### src/rtl/farbborg_pkg.sv
// Shared types and constants for the farbborg LED-cube scan engine.
package farbborg_pkg;

    typedef enum logic [2:0] {
        IDLE,
        PSH_SETUP,
        PSH_CLK,
        FETCH,
        LSETUP,
        LCLK
    } state_t;

    localparam int PLANES_DEF      = 5;
    localparam int NUM_LATCHES_DEF = 10;
    localparam int PWM_STEPS_DEF   = 256;
    localparam int ADR_W_DEF       = 9;

    // Eight reads plus one trailing cycle to capture the last read's data.
    localparam int FETCH_LEN    = 9;
    localparam int CH_PER_PLANE = NUM_LATCHES_DEF * 8;

    // Width of a counter or address spanning n values; never zero.
    function automatic int cnt_w(input int n);
        return (n <= 1) ? 1 : $clog2(n);
    endfunction

endpackage

### src/rtl/farbborg_scan_if.sv
// Frame-buffer read port between the scan engine and the wb_farbborg buffer.
interface farbborg_scan_if #(
    parameter int ADR_W = 9
) ();
    // Handshake: mem_dat carries the byte at mem_adr exactly one cycle after
    // a cycle with mem_rd=1; there is no stall, the buffer always answers.
    logic             mem_rd;
    logic [ADR_W-1:0] mem_adr;
    logic [7:0]       mem_dat;

    modport master (output mem_rd, output mem_adr, input mem_dat);
    modport slave  (input mem_rd, input mem_adr, output mem_dat);
endinterface

### src/rtl/farbborg_byte_fetch.sv
// Reads eight consecutive brightness bytes and turns them into one 8-bit
// latch word by comparing each against the current PWM step.
module farbborg_byte_fetch
    import farbborg_pkg::*;
#(
    parameter int ADR_W = ADR_W_DEF
) (
    input  logic             clk,
    input  logic             rst_n,
    input  logic             start,
    input  logic [ADR_W-1:0] base,
    input  logic [7:0]       step,
    farbborg_scan_if.master  mem,
    output logic             done,
    output logic [7:0]       fetched
);

    localparam logic [3:0] LAST = 4'(FETCH_LEN - 1);

    logic       busy;
    logic [3:0] idx;
    logic [7:0] acc;
    logic       hit;

    // start is a one-cycle request issued the cycle before the first read;
    // done is high for the single cycle in which fetched is complete.
    assign hit  = mem.mem_dat > step;
    assign done = busy && (idx == LAST);

    // Bit 7 arrives in the done cycle, so it bypasses the accumulator.
    always_comb begin
        fetched    = acc;
        fetched[7] = hit;
    end

    always_ff @(posedge clk or negedge rst_n) begin
        if (!rst_n) begin
            busy        <= 1'b0;
            idx         <= '0;
            acc         <= '0;
            mem.mem_rd  <= 1'b0;
            mem.mem_adr <= '0;
        end else if (start) begin
            busy        <= 1'b1;
            idx         <= '0;
            acc         <= '0;
            mem.mem_rd  <= 1'b1;
            mem.mem_adr <= base;
        end else if (busy) begin
            if (idx != '0) begin
                acc[3'(idx - 4'd1)] <= hit;
            end
            idx         <= done ? '0 : idx + 4'd1;
            busy        <= !done;
            mem.mem_rd  <= (idx < 4'd7);
            mem.mem_adr <= (idx < 4'd7) ? mem.mem_adr + ADR_W'(1) : '0;
        end
    end

endmodule

### src/rtl/farbborg_scan.sv
// LED-cube scan engine: walks planes, PWM steps and latch groups, loading
// the column latches and stepping the plane shift register.
module farbborg_scan
    import farbborg_pkg::*;
#(
    parameter int PLANES      = PLANES_DEF,
    parameter int NUM_LATCHES = NUM_LATCHES_DEF,
    parameter int PWM_STEPS   = PWM_STEPS_DEF,
    parameter int ADR_W       = ADR_W_DEF
) (
    input  logic            clk,
    input  logic            reset_n,
    input  logic            enable,
    farbborg_scan_if.master mem,
    output logic            lsr_clr,
    output logic            lsr_d,
    output logic            lsr_c,
    output logic [7:0]      latch_data,
    output logic            psr_d,
    output logic            psr_c,
    output logic            frame_done,
    output state_t          dbg_state
);

    localparam int PL_W = cnt_w(PLANES);
    localparam int GR_W = cnt_w(NUM_LATCHES);
    localparam int ST_W = cnt_w(PWM_STEPS);
    localparam int CH   = NUM_LATCHES * 8;

    localparam logic [PL_W-1:0] PLANE_LAST = PL_W'(PLANES - 1);
    localparam logic [GR_W-1:0] GROUP_LAST = GR_W'(NUM_LATCHES - 1);
    localparam logic [ST_W-1:0] STEP_LAST  = ST_W'(PWM_STEPS - 1);

    state_t            state, state_nx;
    logic [PL_W-1:0]   plane, plane_nx;
    logic [GR_W-1:0]   group, group_nx;
    logic [ST_W-1:0]   step, step_nx;
    logic              lsr_clr_nx, lsr_d_nx, lsr_c_nx, psr_d_nx, psr_c_nx, frame_done_nx;
    logic [7:0]        latch_data_nx;
    logic              fetch_start, fetch_done;
    logic [7:0]        fetch_byte;
    logic [ADR_W-1:0]  fetch_base;

    // Base follows the next-cycle counters because start precedes FETCH.
    assign fetch_base = ADR_W'(int'(plane_nx) * CH + int'(group_nx) * 8);
    assign dbg_state  = state;

    farbborg_byte_fetch #(.ADR_W(ADR_W)) u_fetch (
        .clk     (clk),
        .rst_n   (reset_n),
        .start   (fetch_start),
        .base    (fetch_base),
        .step    (8'(step)),
        .mem     (mem),
        .done    (fetch_done),
        .fetched (fetch_byte)
    );

    always_comb begin
        state_nx      = state;
        plane_nx      = plane;
        group_nx      = group;
        step_nx       = step;
        lsr_clr_nx    = lsr_clr;
        lsr_d_nx      = lsr_d;
        latch_data_nx = latch_data;
        psr_d_nx      = psr_d;
        lsr_c_nx      = 1'b0;
        psr_c_nx      = 1'b0;
        frame_done_nx = 1'b0;
        fetch_start   = 1'b0;
        case (state)
            IDLE: begin
                lsr_clr_nx    = 1'b1;
                lsr_d_nx      = 1'b0;
                latch_data_nx = '0;
                psr_d_nx      = 1'b0;
                if (enable) begin
                    state_nx = PSH_SETUP;
                    psr_d_nx = (plane == '0);
                end
            end
            PSH_SETUP: begin
                state_nx = PSH_CLK;
                psr_c_nx = 1'b1;
            end
            PSH_CLK: begin
                state_nx    = FETCH;
                lsr_clr_nx  = 1'b0;
                psr_d_nx    = 1'b0;
                fetch_start = 1'b1;
            end
            FETCH: begin
                if (fetch_done) begin
                    state_nx      = LSETUP;
                    latch_data_nx = fetch_byte;
                    lsr_d_nx      = (group == '0);
                end
            end
            LSETUP: begin
                state_nx = LCLK;
                lsr_c_nx = 1'b1;
            end
            LCLK: begin
                if (group != GROUP_LAST) begin
                    group_nx    = group + GR_W'(1);
                    state_nx    = FETCH;
                    fetch_start = 1'b1;
                end else if (step != STEP_LAST) begin
                    group_nx    = '0;
                    step_nx     = step + ST_W'(1);
                    state_nx    = FETCH;
                    fetch_start = 1'b1;
                end else begin
                    group_nx   = '0;
                    step_nx    = '0;
                    lsr_clr_nx = 1'b1;
                    if (plane == PLANE_LAST) begin
                        plane_nx      = '0;
                        frame_done_nx = 1'b1;
                    end else begin
                        plane_nx = plane + PL_W'(1);
                    end
                    // enable only takes effect here, so planes are never cut short.
                    if (enable) begin
                        state_nx = PSH_SETUP;
                        psr_d_nx = (plane_nx == '0);
                    end else begin
                        state_nx      = IDLE;
                        lsr_d_nx      = 1'b0;
                        latch_data_nx = '0;
                    end
                end
            end
            default: state_nx = IDLE;
        endcase
    end

    always_ff @(posedge clk or negedge reset_n) begin
        if (!reset_n) begin
            state      <= IDLE;
            plane      <= '0;
            group      <= '0;
            step       <= '0;
            lsr_clr    <= 1'b1;
            lsr_d      <= 1'b0;
            lsr_c      <= 1'b0;
            latch_data <= '0;
            psr_d      <= 1'b0;
            psr_c      <= 1'b0;
            frame_done <= 1'b0;
        end else begin
            state      <= state_nx;
            plane      <= plane_nx;
            group      <= group_nx;
            step       <= step_nx;
            lsr_clr    <= lsr_clr_nx;
            lsr_d      <= lsr_d_nx;
            lsr_c      <= lsr_c_nx;
            latch_data <= latch_data_nx;
            psr_d      <= psr_d_nx;
            psr_c      <= psr_c_nx;
            frame_done <= frame_done_nx;
        end
    end

endmodule

### src/flat_wrapper.sv
// flat-port wrapper written by rule: the top's interface ports become plain ports
module farbborg_scan_flat import farbborg_pkg::*;
#(
    parameter int PLANES      = PLANES_DEF,
    parameter int NUM_LATCHES = NUM_LATCHES_DEF,
    parameter int PWM_STEPS   = PWM_STEPS_DEF,
    parameter int ADR_W       = ADR_W_DEF
)
  (clk, reset_n, enable, lsr_clr, lsr_d, lsr_c, latch_data, psr_d, psr_c, frame_done, dbg_state, mem_mem_rd, mem_mem_adr, mem_mem_dat);
  farbborg_scan_if #(.ADR_W(ADR_W)) mem_i ();
  input  logic clk;
  input  logic reset_n;
  input  logic enable;
  output logic lsr_clr;
  output logic lsr_d;
  output logic lsr_c;
  output logic [7:0] latch_data;
  output logic psr_d;
  output logic psr_c;
  output logic frame_done;
  output state_t dbg_state;
  output wire logic [$bits(mem_i.mem_rd)-1:0] mem_mem_rd;
  output wire logic [$bits(mem_i.mem_adr)-1:0] mem_mem_adr;
  input wire logic [$bits(mem_i.mem_dat)-1:0] mem_mem_dat;
  assign mem_mem_rd = mem_i.mem_rd;
  assign mem_mem_adr = mem_i.mem_adr;
  assign mem_i.mem_dat = mem_mem_dat;
  farbborg_scan #(.PLANES(PLANES), .NUM_LATCHES(NUM_LATCHES), .PWM_STEPS(PWM_STEPS), .ADR_W(ADR_W)) u_core (.clk(clk), .reset_n(reset_n), .enable(enable), .mem(mem_i), .lsr_clr(lsr_clr), .lsr_d(lsr_d), .lsr_c(lsr_c), .latch_data(latch_data), .psr_d(psr_d), .psr_c(psr_c), .frame_done(frame_done), .dbg_state(dbg_state));
endmodule
### config.mk
export PLATFORM = sky130hd
export DESIGN_NAME = farbborg_scan_flat
export DESIGN_NICKNAME = d
export VERILOG_FILES = /design/src/rtl/farbborg_pkg.sv /design/src/rtl/farbborg_scan_if.sv /design/src/rtl/farbborg_byte_fetch.sv /design/src/rtl/farbborg_scan.sv /design/src/flat_wrapper.sv
export SDC_FILE = /design/constraint.sdc
export NUM_CORES = 1
export LEC_CHECK = 0
export BUFFER_PORTS_ARGS = -buffer_cell sky130_fd_sc_hd__buf_2
export CORE_MARGIN = 2
export CORE_UTILIZATION = 30
export DETAILED_ROUTE_END_ITERATION = 10
export SLEW_MARGIN = 20
export SYNTH_ARGS = -nofsm -noshare
export SYNTH_HDL_FRONTEND = slang
export SYNTH_SLANG_ARGS = --single-unit
export TNS_END_PERCENT = 1
### constraint.sdc
create_clock -name clk -period 2.75 [get_ports clk]
set_input_delay 0 -clock clk [delete_from_list [all_inputs] [get_ports clk]]
set_output_delay 0 -clock clk [all_outputs]
set_load 0.01 [all_outputs]
After elaboration in Yosys (flattened, before gate mapping) --
Index checks and enable logic that the tools add are counted.
Word-level totals: logic and storage cells 121, register bits after elaboration 55, output and inout port bits 27, input bits 11
Operators by class: multiply operators 1, order comparisons 4, eq/ne operators 15, multiplexer cells 59, reductions and logical operators 18, bitwise logic cells 1, add/subtract/negate cells 7
Operator list (number):
- 8-bit two-way mux | 8
- 3-bit two-way mux | 11
- 9-bit two-way mux | 3
- 1-bit two-way mux | 24
- 8-bit one-hot mux with 3 select lines | 1
- 4-bit two-way mux | 5
- 3-bit one-hot mux with 6 select lines | 1
- 2-bit != test, second input constant | 6
- 9-bit by 1-bit adder with 9-bit output, second input constant | 1
- 9-bit by 8-bit adder with 9-bit output | 1
- 3-bit == test, second input constant | 3
- 3-bit logical NOT | 3
- 1-bit one-hot mux with 3 select lines | 3
- 4-bit by 1-bit adder with 4-bit output, second input constant | 2
- 8-bit by 1-bit adder with 8-bit output, second input constant | 1
- 8-bit bitwise mux | 1
- 8-bit > comparator | 1
- 8-bit != test, second input constant | 1
- 3-bit by 2-bit == test with 1-bit output, second input constant | 2
- 2-bit AND reduction | 3
- 3-bit nonzero test | 2
- 3-bit by 3-bit multiplier with 5-bit output, second input constant | 1
- 5-bit AND reduction | 1
- 4-bit == test, second input constant | 1
- other kinds (17) | 19

Longest topological paths before layout --
Gate-level depths: netlist of the first run.
word-level depth 11, mapped depth 14, gate-level depth less buffers 14

Modules after synthesis --
From an unflattened synthesis of the first run, not the netlist that was laid out.
Second synthesis, totals: cells, all modules 318, area, all modules 3141.8 µm²
By module, submodules not included:
- farbborg_scan | times used 1, area an instance 1709.1 µm², sequential area each 802.0 µm², cells an instance 162
- farbborg_byte_fetch | times used 1, area an instance 1432.6 µm², sequential area each 550.5 µm², cells an instance 156

Worst setup path after synthesis of the first run --
Ideal clock, no wire load.
path kind register -> register, start reg u_core.group[1], end reg u_core.u_fetch.mem.mem_adr[8], slack -0.033 ns, arrival 2.655 ns, clock period less this slack 2.783 ns, cell stages (with the launch flop) 14, path buffers 0, data required time 2.622 ns, library setup time 0.128 ns, cell sequence dfrtp_1 -> inv_1 -> ha_1 -> and3b_2 -> nand2_1 -> nor2_1 -> o21ai_0 -> ha_1 -> fa_1 -> a21o_1 -> nand2_1 -> xnor2_1 -> xnor2_1 -> o22ai_1
On the way: cells in the longest elaborated chain, start to end 6, elaborated cells between the ends (all ways) 12, those cells by class add/sub (2); mul (1); eq/ne (1); mux (7); reduce/logical (1)
RTL lines:
- from (decl) | line farbborg_scan.sv:36 | logic [GR_W-1:0] group, group_nx;
- from (signal assigned) | line farbborg_scan.sv:155 | group <= group_nx;
- 4-bit != test | line farbborg_scan.sv:105 | if (group != GROUP_LAST) begin
- 3-bit two-way mux | line farbborg_scan.sv:105
- 3-bit two-way mux | line farbborg_scan.sv:72 | case (state)
- net u_core.plane_nx[0] | line farbborg_scan.sv:35 | logic [PL_W-1:0] plane, plane_nx;
- 3-bit by 3-bit multiplier with 5-bit output | line farbborg_scan.sv:45 | assign fetch_base = ADR_W'(int'(plane_nx) * CH + int'(group_nx) * 8);
- 9-bit by 8-bit adder with 9-bit output | line farbborg_scan.sv:45
- 9-bit two-way mux | line farbborg_byte_fetch.sv:43 | end else if (start) begin
- to (signal assigned) | line farbborg_byte_fetch.sv:48 | mem.mem_adr <= base;
- to (signal assigned) | line farbborg_byte_fetch.sv:56 | mem.mem_adr <= (idx < 4'd7) ? mem.mem_adr + ADR_W'(1) : '0;
- to (decl) | line farbborg_scan_if.sv:11 | modport master (output mem_rd, output mem_adr, input mem_dat);
The timed path passes the listed nets, and every way through them passes these cells. A chain may end at the register's enable or synchronous reset.

Worst setup path after layout of the first run --
Ends and elaborated chain as after synthesis.

==> impl_metrics.tcl, run 1 <==
set metrics [dict create \
    status "complete, no violations" \
    slew_violations 0 \
    grt_usage_pct 13.3 \
    synth_enable_flop_cells 0 \
    grt_util_met3_pct 2.36 \
    register_area_mm2 0.00135 \
    synth.distinct_cells 53 \
    hold_viol_final 0 \
    dp_hpwl_um 5300 \
    grt.busiest_layer "met2" \
    powerDensity_mw_per_mm2 792 \
    grt_overflow 0 \
    die-area_mm2 0.0116 \
    synth-seq-cells 54 \
    grt_pass1_vias 2558 \
    use_met1_pct 19.0 \
    die_y_um 108 \
    pin_count 38 \
    synthCells 348 \
    coreArea_mm2 0.0104 \
    layout_common_cells "53 x dfrtp_1, 48 x nand2_1, 37 x buf_2" \
    antenna_left 0 \
    critPathRequiredTime_ps 2930 \
    wl_per_cell_um 13.9 \
    grt_pass1_wl_um 12400 \
    worst_path_max_delay_cell "dfrtp_1" \
    num_rows 37 \
    crit_buf_inv 1 \
    fillers 1062 \
    power.leakage_nw 1.86 \
    grt_max_degree 49 \
    tritoncts "built" \
    post_dp_cell_area_mm2 0.00363 \
    p_total_mw 3.07 \
    use_met2_pct 20.8 \
    die_w_um 108 \
    gp_congestion 0.857 \
    drt_iter0_drc 111 \
    cts_buffers 5 \
    cts-root-buf "clkbuf_8" \
    max_stage_delay_ps 390 \
    async_flop_share_pct 100 \
    area_growth_pct 19.8 \
    routed_wl_um 7470 \
    tightest_slew_ps 768 \
    fin_crit_ps 2660 \
    synth.avg_cell_area_um2 9.29 \
    drv_cap 0 \
    maxSlewHeadroom_pct 48.5 \
    final_common_cell "dfrtp_1" \
    fin_area_mm2 0.00387 \
    critPathMaxFanout 4 \
    finalSetupViolations 0 \
    fin_nets 436 \
    layout-drive-gt1-share_pct 23.2 \
    synth.top_cell.area_share_pct 41.0 \
    postSynthNetCount 384 \
    vias 2679 \
    syn-cell-area_mm2 0.00323 \
    post-route-period-util_pct 96.6 \
    cts_buffer_depth 2 \
    synth_ff_type "dfrtp_1" \
    crit_path_cell_trace "inv_2 -> ha_2 -> and3b_2 -> nand2_2 -> nor2_4 -> nand3_2 -> o21ai_4 -> ha_4 -> ha_1 -> a21o_1 -> nand2_1 -> xnor2_2 -> xnor2_1 -> o22ai_1" \
    min_path_type "primary input to async pin" \
    worstSkewPairLatency_ps 320 \
    first_pass_iters 4 \
    clock_sinks 54 \
    route.detailed.drc 0 \
    cp-start-kind "register" \
    path_clk_slew_ps 110 \
    crit_type "register to register" \
    synth_area_leader_cell "dfrtp_1" \
    antenna_found_initial 0 \
    ys_seq_area_share_pct 41.8 \
    synth.area.top_cells "dfrtp_1 41%, ha_1 9.3%, nand2_1 5.8%" \
    critical_path.top_delay_family "adder cells" \
    finalClockSkew_ps 17.5 \
    insertedDiodeCount 0 \
    cp.arrival_ps 2830 \
    worst_setup_path_end_kind "register" \
    port_buffers 37 \
    fmax_ghz 0.376 \
    ir_drop_uv 362 \
    start_util_pct 31.0 \
    via_per_inst 4.99 \
    cts_max_level 2 \
    ys_warn_count 0 \
    multi_input_area_mm2 0.00180 \
]
-- flip-flops by register name, summed over array words and instances, names as in the netlist --
name,cells
u_core.dbg_state,3
u_core.frame_done,1
u_core.group,4
u_core.latch_data,8
u_core.lsr_c,1
u_core.lsr_clr,1
u_core.lsr_d,1
u_core.plane,3
u_core.psr_c,1
u_core.psr_d,1
u_core.step,8
u_core.u_fetch.acc,7
u_core.u_fetch.busy,1
u_core.u_fetch.idx,4
u_core.u_fetch.mem.mem_adr,9
u_core.u_fetch.mem.mem_rd,1
-- path summary, 6_finish.rpt --
kind | start | slack (ps) | to | depth (start not counted)
max | u_core.group[1] | 90 | u_core.u_fetch.mem.mem_adr[8] | 14
min | reset_n | 30 | u_core.u_fetch.mem.mem_adr[0] | 2
max reg2reg | u_core.group[1] | 90 | u_core.u_fetch.mem.mem_adr[8] | 14
min reg2reg | u_core.latch_data[6] | 490 | u_core.latch_data[6] | 2
max in group asynchronous | reset_n | 1870 | u_core.plane[2] | 3
min in group clk | enable | 150 | u_core.dbg_state[0] | 4
-- timing repair --
action	4_1_cts	5_1_grt
cloned	0	0
setup buffers	1	3
endpoints found under the hold margin	43	0
setup endpoints to repair	1	2
gates resized for setup	2	18
pin swaps	1	3
hold buffers	1	0
-- logic make-up after synthesis --
family                   Yosys count  synth area share, %
AO/OA/AOI/OAI                     86                 16.9
XOR/XNOR                          12                 3.25
adder cells (fa/ha/maj)           25                 9.91
buffers and inverters             32                 5.03
flip-flops                        54                 41.8
multiplexers                       3                0.967
AND/OR/NAND/NOR                  136                 22.1
-- power by group --
part | internal [mW] | leakage, nW | total [mW] | switching [mW]
registers | 0.994 | 0.706 | 1.18 | 0.184
clock network | 0.277 | 0.0587 | 0.561 | 0.284
logic | 0.530 | 1.10 | 1.33 | 0.799
-- through the flow --
step | hold slack [ps] | utilization, % | worst slack [ps] | instances | TNS [ps]
finish | 34.9 | 37.2 | 93.8 | 537 | 0
global route | 53.0 | 37.2 | -60.0 | 537 | -60.0
CTS | 35.4 | 36.1 | 0.440 | 534 | 0
detailed placement | -148 | 34.8 | -62.8 | 524 | -62.8
global placement | -154 | 34.8 | 48.5 | 524 | 0
floorplan | -296 | - | 29.9 | 348 | 0
-- cells in the mapped netlist (2+ instances only) --
master	instances
o31ai_1	7
a21o_1	5
xor2_1	3
nand3b_4	2
clkbuf_1	2
dfrtp_1	53
buf_2	7
a31oi_1	4
nor4_1	3
a211oi_1	4
nand4_1	8
nand3_1	22
ha_1	24
buf_4	3
and4b_1	2
mux2i_1	2
nor3_1	4
nand2_1	50
buf_6	3
and3b_2	2
o21ai_0	21
a21oi_2	2
nor2_1	25
inv_1	17
nor3b_1	4
o22ai_1	3
nand2b_1	3
o21ai_1	9
and3_1	3
xnor2_1	9
a22oi_1	2
nand3b_1	2
a21oi_1	18
-- per-layer routing --
metal,wire length [um],vias up
li1,-,1348
met4,68,0
met5,0,-
met3,295,5
met1,3650,1276
met2,3460,50
-- cell type report --
cell class	instances	share of cell area, %
inverters	17	1.65
repair buffers	60	9.50
well taps	136	4.39
multi-input cells	262	46.5
clock inverters	3	1.23
clock buffers	5	1.78
flip-flops and latches	54	34.9
Note: power is estimated with default switching activity, not from simulation.
==> inputs of run 2 (changes only) <==
--- a/config.mk
+++ b/config.mk
@@ -7,7 +7,7 @@
 export LEC_CHECK = 0
 export BUFFER_PORTS_ARGS = -buffer_cell sky130_fd_sc_hd__buf_2
 export CORE_MARGIN = 2
-export CORE_UTILIZATION = 30
+export CORE_UTILIZATION = 34
 export DETAILED_ROUTE_END_ITERATION = 10
 export SLEW_MARGIN = 20
 export SYNTH_ARGS = -nofsm -noshare
==> run 2 against run 1 <==
Clock power shrank 22%. Combinational power is essentially flat. Sequential power is essentially flat. Critical path depth is the same. Core utilization grew 3.6 points. Power shrank 4.7%. Clock skew shrank 3.6 ps. Critical path type unchanged. Final cell count shrank 1.5%. Highest routed layer unchanged. First-iteration DRC count shrank 22%. Register-to-register slack gained 60 ps. Wire length shrank 5.6%.
==> impl_metrics.tcl, run 2 (same netlist as run 1, synthesis figures left out) <==
set metrics [dict create \
    tritoncts "built" \
    p_total_mw 2.92 \
    power.leakage_nw 1.81 \
    cp.arrival_ps 2770 \
    critical_path.top_delay_family "adder cells" \
    tightest_slew_ps 767 \
    critPathMaxFanout 4 \
    setup_tns_ps 0 \
    register_area_mm2 0.00135 \
    maxSlewHeadroom_pct 48.5 \
    die-area_mm2 0.0103 \
    grt_overflow 0 \
    min_path_type "primary input to register" \
    fin_nets 436 \
    gp_congestion 0.856 \
    crit_path_cell_trace "inv_1 -> ha_1 -> and3b_2 -> nand2_2 -> nor2_4 -> nand3_1 -> o21ai_2 -> ha_4 -> ha_1 -> a21o_1 -> nand2_1 -> xnor2_1 -> xnor2_1 -> o22ai_1" \
    max_stage_delay_ps 390 \
    ir_drop_uv 304 \
    route.detailed.drc 0 \
    die_y_um 102 \
    cts_buffer_depth 2 \
    clock_sinks 54 \
    start_util_pct 35.0 \
    largest_reg_flops 9 \
    powerDensity_mw_per_mm2 775 \
    worstSkewPairLatency_ps 310 \
    via_per_inst 4.97 \
    crit_type "register to register" \
    regMostFlops "u_core.u_fetch.mem.mem_adr" \
    final_common_cell "dfrtp_1" \
    cp-start-kind "register" \
    grt.busiest_layer "met2" \
    slew_violations 0 \
    grt_max_degree 28 \
    worst_setup_path_end_kind "register" \
    post-route-period-util_pct 94.3 \
    drv_cap 0 \
    drt_iter0_drc 87 \
    num_rows 35 \
    pin_count 38 \
    first_pass_iters 4 \
    routed_wl_um 7060 \
    grt_util_met3_pct 2.35 \
    coreArea_mm2 0.00924 \
    cts_buffers 5 \
    finalClockSkew_ps 13.8 \
    layout_common_cells "53 x dfrtp_1, 49 x nand2_1, 37 x buf_2" \
    use_met2_pct 22.3 \
    insertedDiodeCount 0 \
    fin_crit_ps 2590 \
    fillers 912 \
    use_met1_pct 20.2 \
    cts_max_level 2 \
    grt_usage_pct 14.4 \
    path_clk_slew_ps 100 \
    finalSetupViolations 0 \
    grt_pass1_vias 2537 \
    crit_buf_inv 1 \
    worst_path_max_delay_cell "dfrtp_1" \
    status "complete, no violations" \
    critPathRequiredTime_ps 2920 \
    grt_pass1_wl_um 11900 \
    layout-drive-gt1-share_pct 21.5 \
    area_growth_pct 16.7 \
    vias 2630 \
    wl_per_cell_um 13.3 \
    antenna_found_initial 0 \
    cts-root-buf "clkbuf_8" \
    reg_top3 "u_core.u_fetch.mem.mem_adr x9, u_core.latch_data x8, u_core.step x8" \
    dp_hpwl_um 5330 \
    hold_viol_final 0 \
    multi_input_area_mm2 0.00175 \
    port_buffers 37 \
    die_w_um 102 \
    antenna_left 0 \
    fmax_ghz 0.386 \
]
[run 2: cell type report]
| class | count | area share (%) |
|---|---|---|
| Clock buffer | 5 | 1.82 |
| Clock inverter | 2 | 0.398 |
| Inverter | 17 | 1.69 |
| Multi-Input combinational cell | 262 | 46.4 |
| Sequential cell | 54 | 35.9 |
| Tap cell | 129 | 4.28 |
| Timing Repair Buffer | 60 | 9.55 |
[run 2: worst paths after layout]
kind | slack, ps | endpoint | cells past startpoint | from
max | 160 | u_core.u_fetch.mem.mem_adr[8] | 14 | u_core.group[1]
min | 170 | u_core.dbg_state[0] | 4 | enable
max reg2reg | 160 | u_core.u_fetch.mem.mem_adr[8] | 14 | u_core.group[1]
min reg2reg | 480 | u_core.lsr_d | 2 | u_core.lsr_d
max in group asynchronous | 1820 | u_core.step[7] | 3 | reset_n
min in group asynchronous | 230 | u_core.u_fetch.mem.mem_adr[1] | 2 | reset_n
[run 2: worst reg2reg max path, cell delays in order (launching register included)]
cell and delay (ps):
dfrtp_1 390, inv_1 90, ha_1 170, and3b_2 260, nand2_2 100, nor2_4 110
nand3_1 100, o21ai_2 130, ha_4 250, ha_1 300, a21o_1 160, nand2_1 70
xnor2_1 130, xnor2_1 130, o22ai_1 90
[run 2: routing by layer]
metal	wire length, um	vias up
met1	3430	1218
met2	3230	53
met3	303	12
li1	-	1347
met5	0	-
met4	91	0
[run 2: where the power goes]
| group | internal, mW | switching [mW] | total, mW |
|---|---|---|---|
| clock network | 0.175 | 0.262 | 0.436 |
| registers | 0.994 | 0.185 | 1.18 |
| logic | 0.522 | 0.786 | 1.31 |
[run 2: metrics by stage]
stage	cells	setup WS (ps)	hold WS (ps)	instance area [um^2]	util [%]
5_1_grt	529	-2.55	194	3770	40.8
3_3_place_gp	519	57.4	52.8	3630	39.3
6_report	529	158	170	3770	40.8
2_1_floorplan	348	29.9	-296	3240	-
4_1_cts	527	19.0	162	3730	40.3
3_5_place_dp	519	-27.5	72.4	3630	39.3
[run 2: what timing repair did]
action,CTS,global route
hold endpoints to repair,24,0
hold buffers,1,0
resized for setup,1,8
buffers inserted,0,2
endpoints found under the setup margin,1,1
pin swaps,0,1
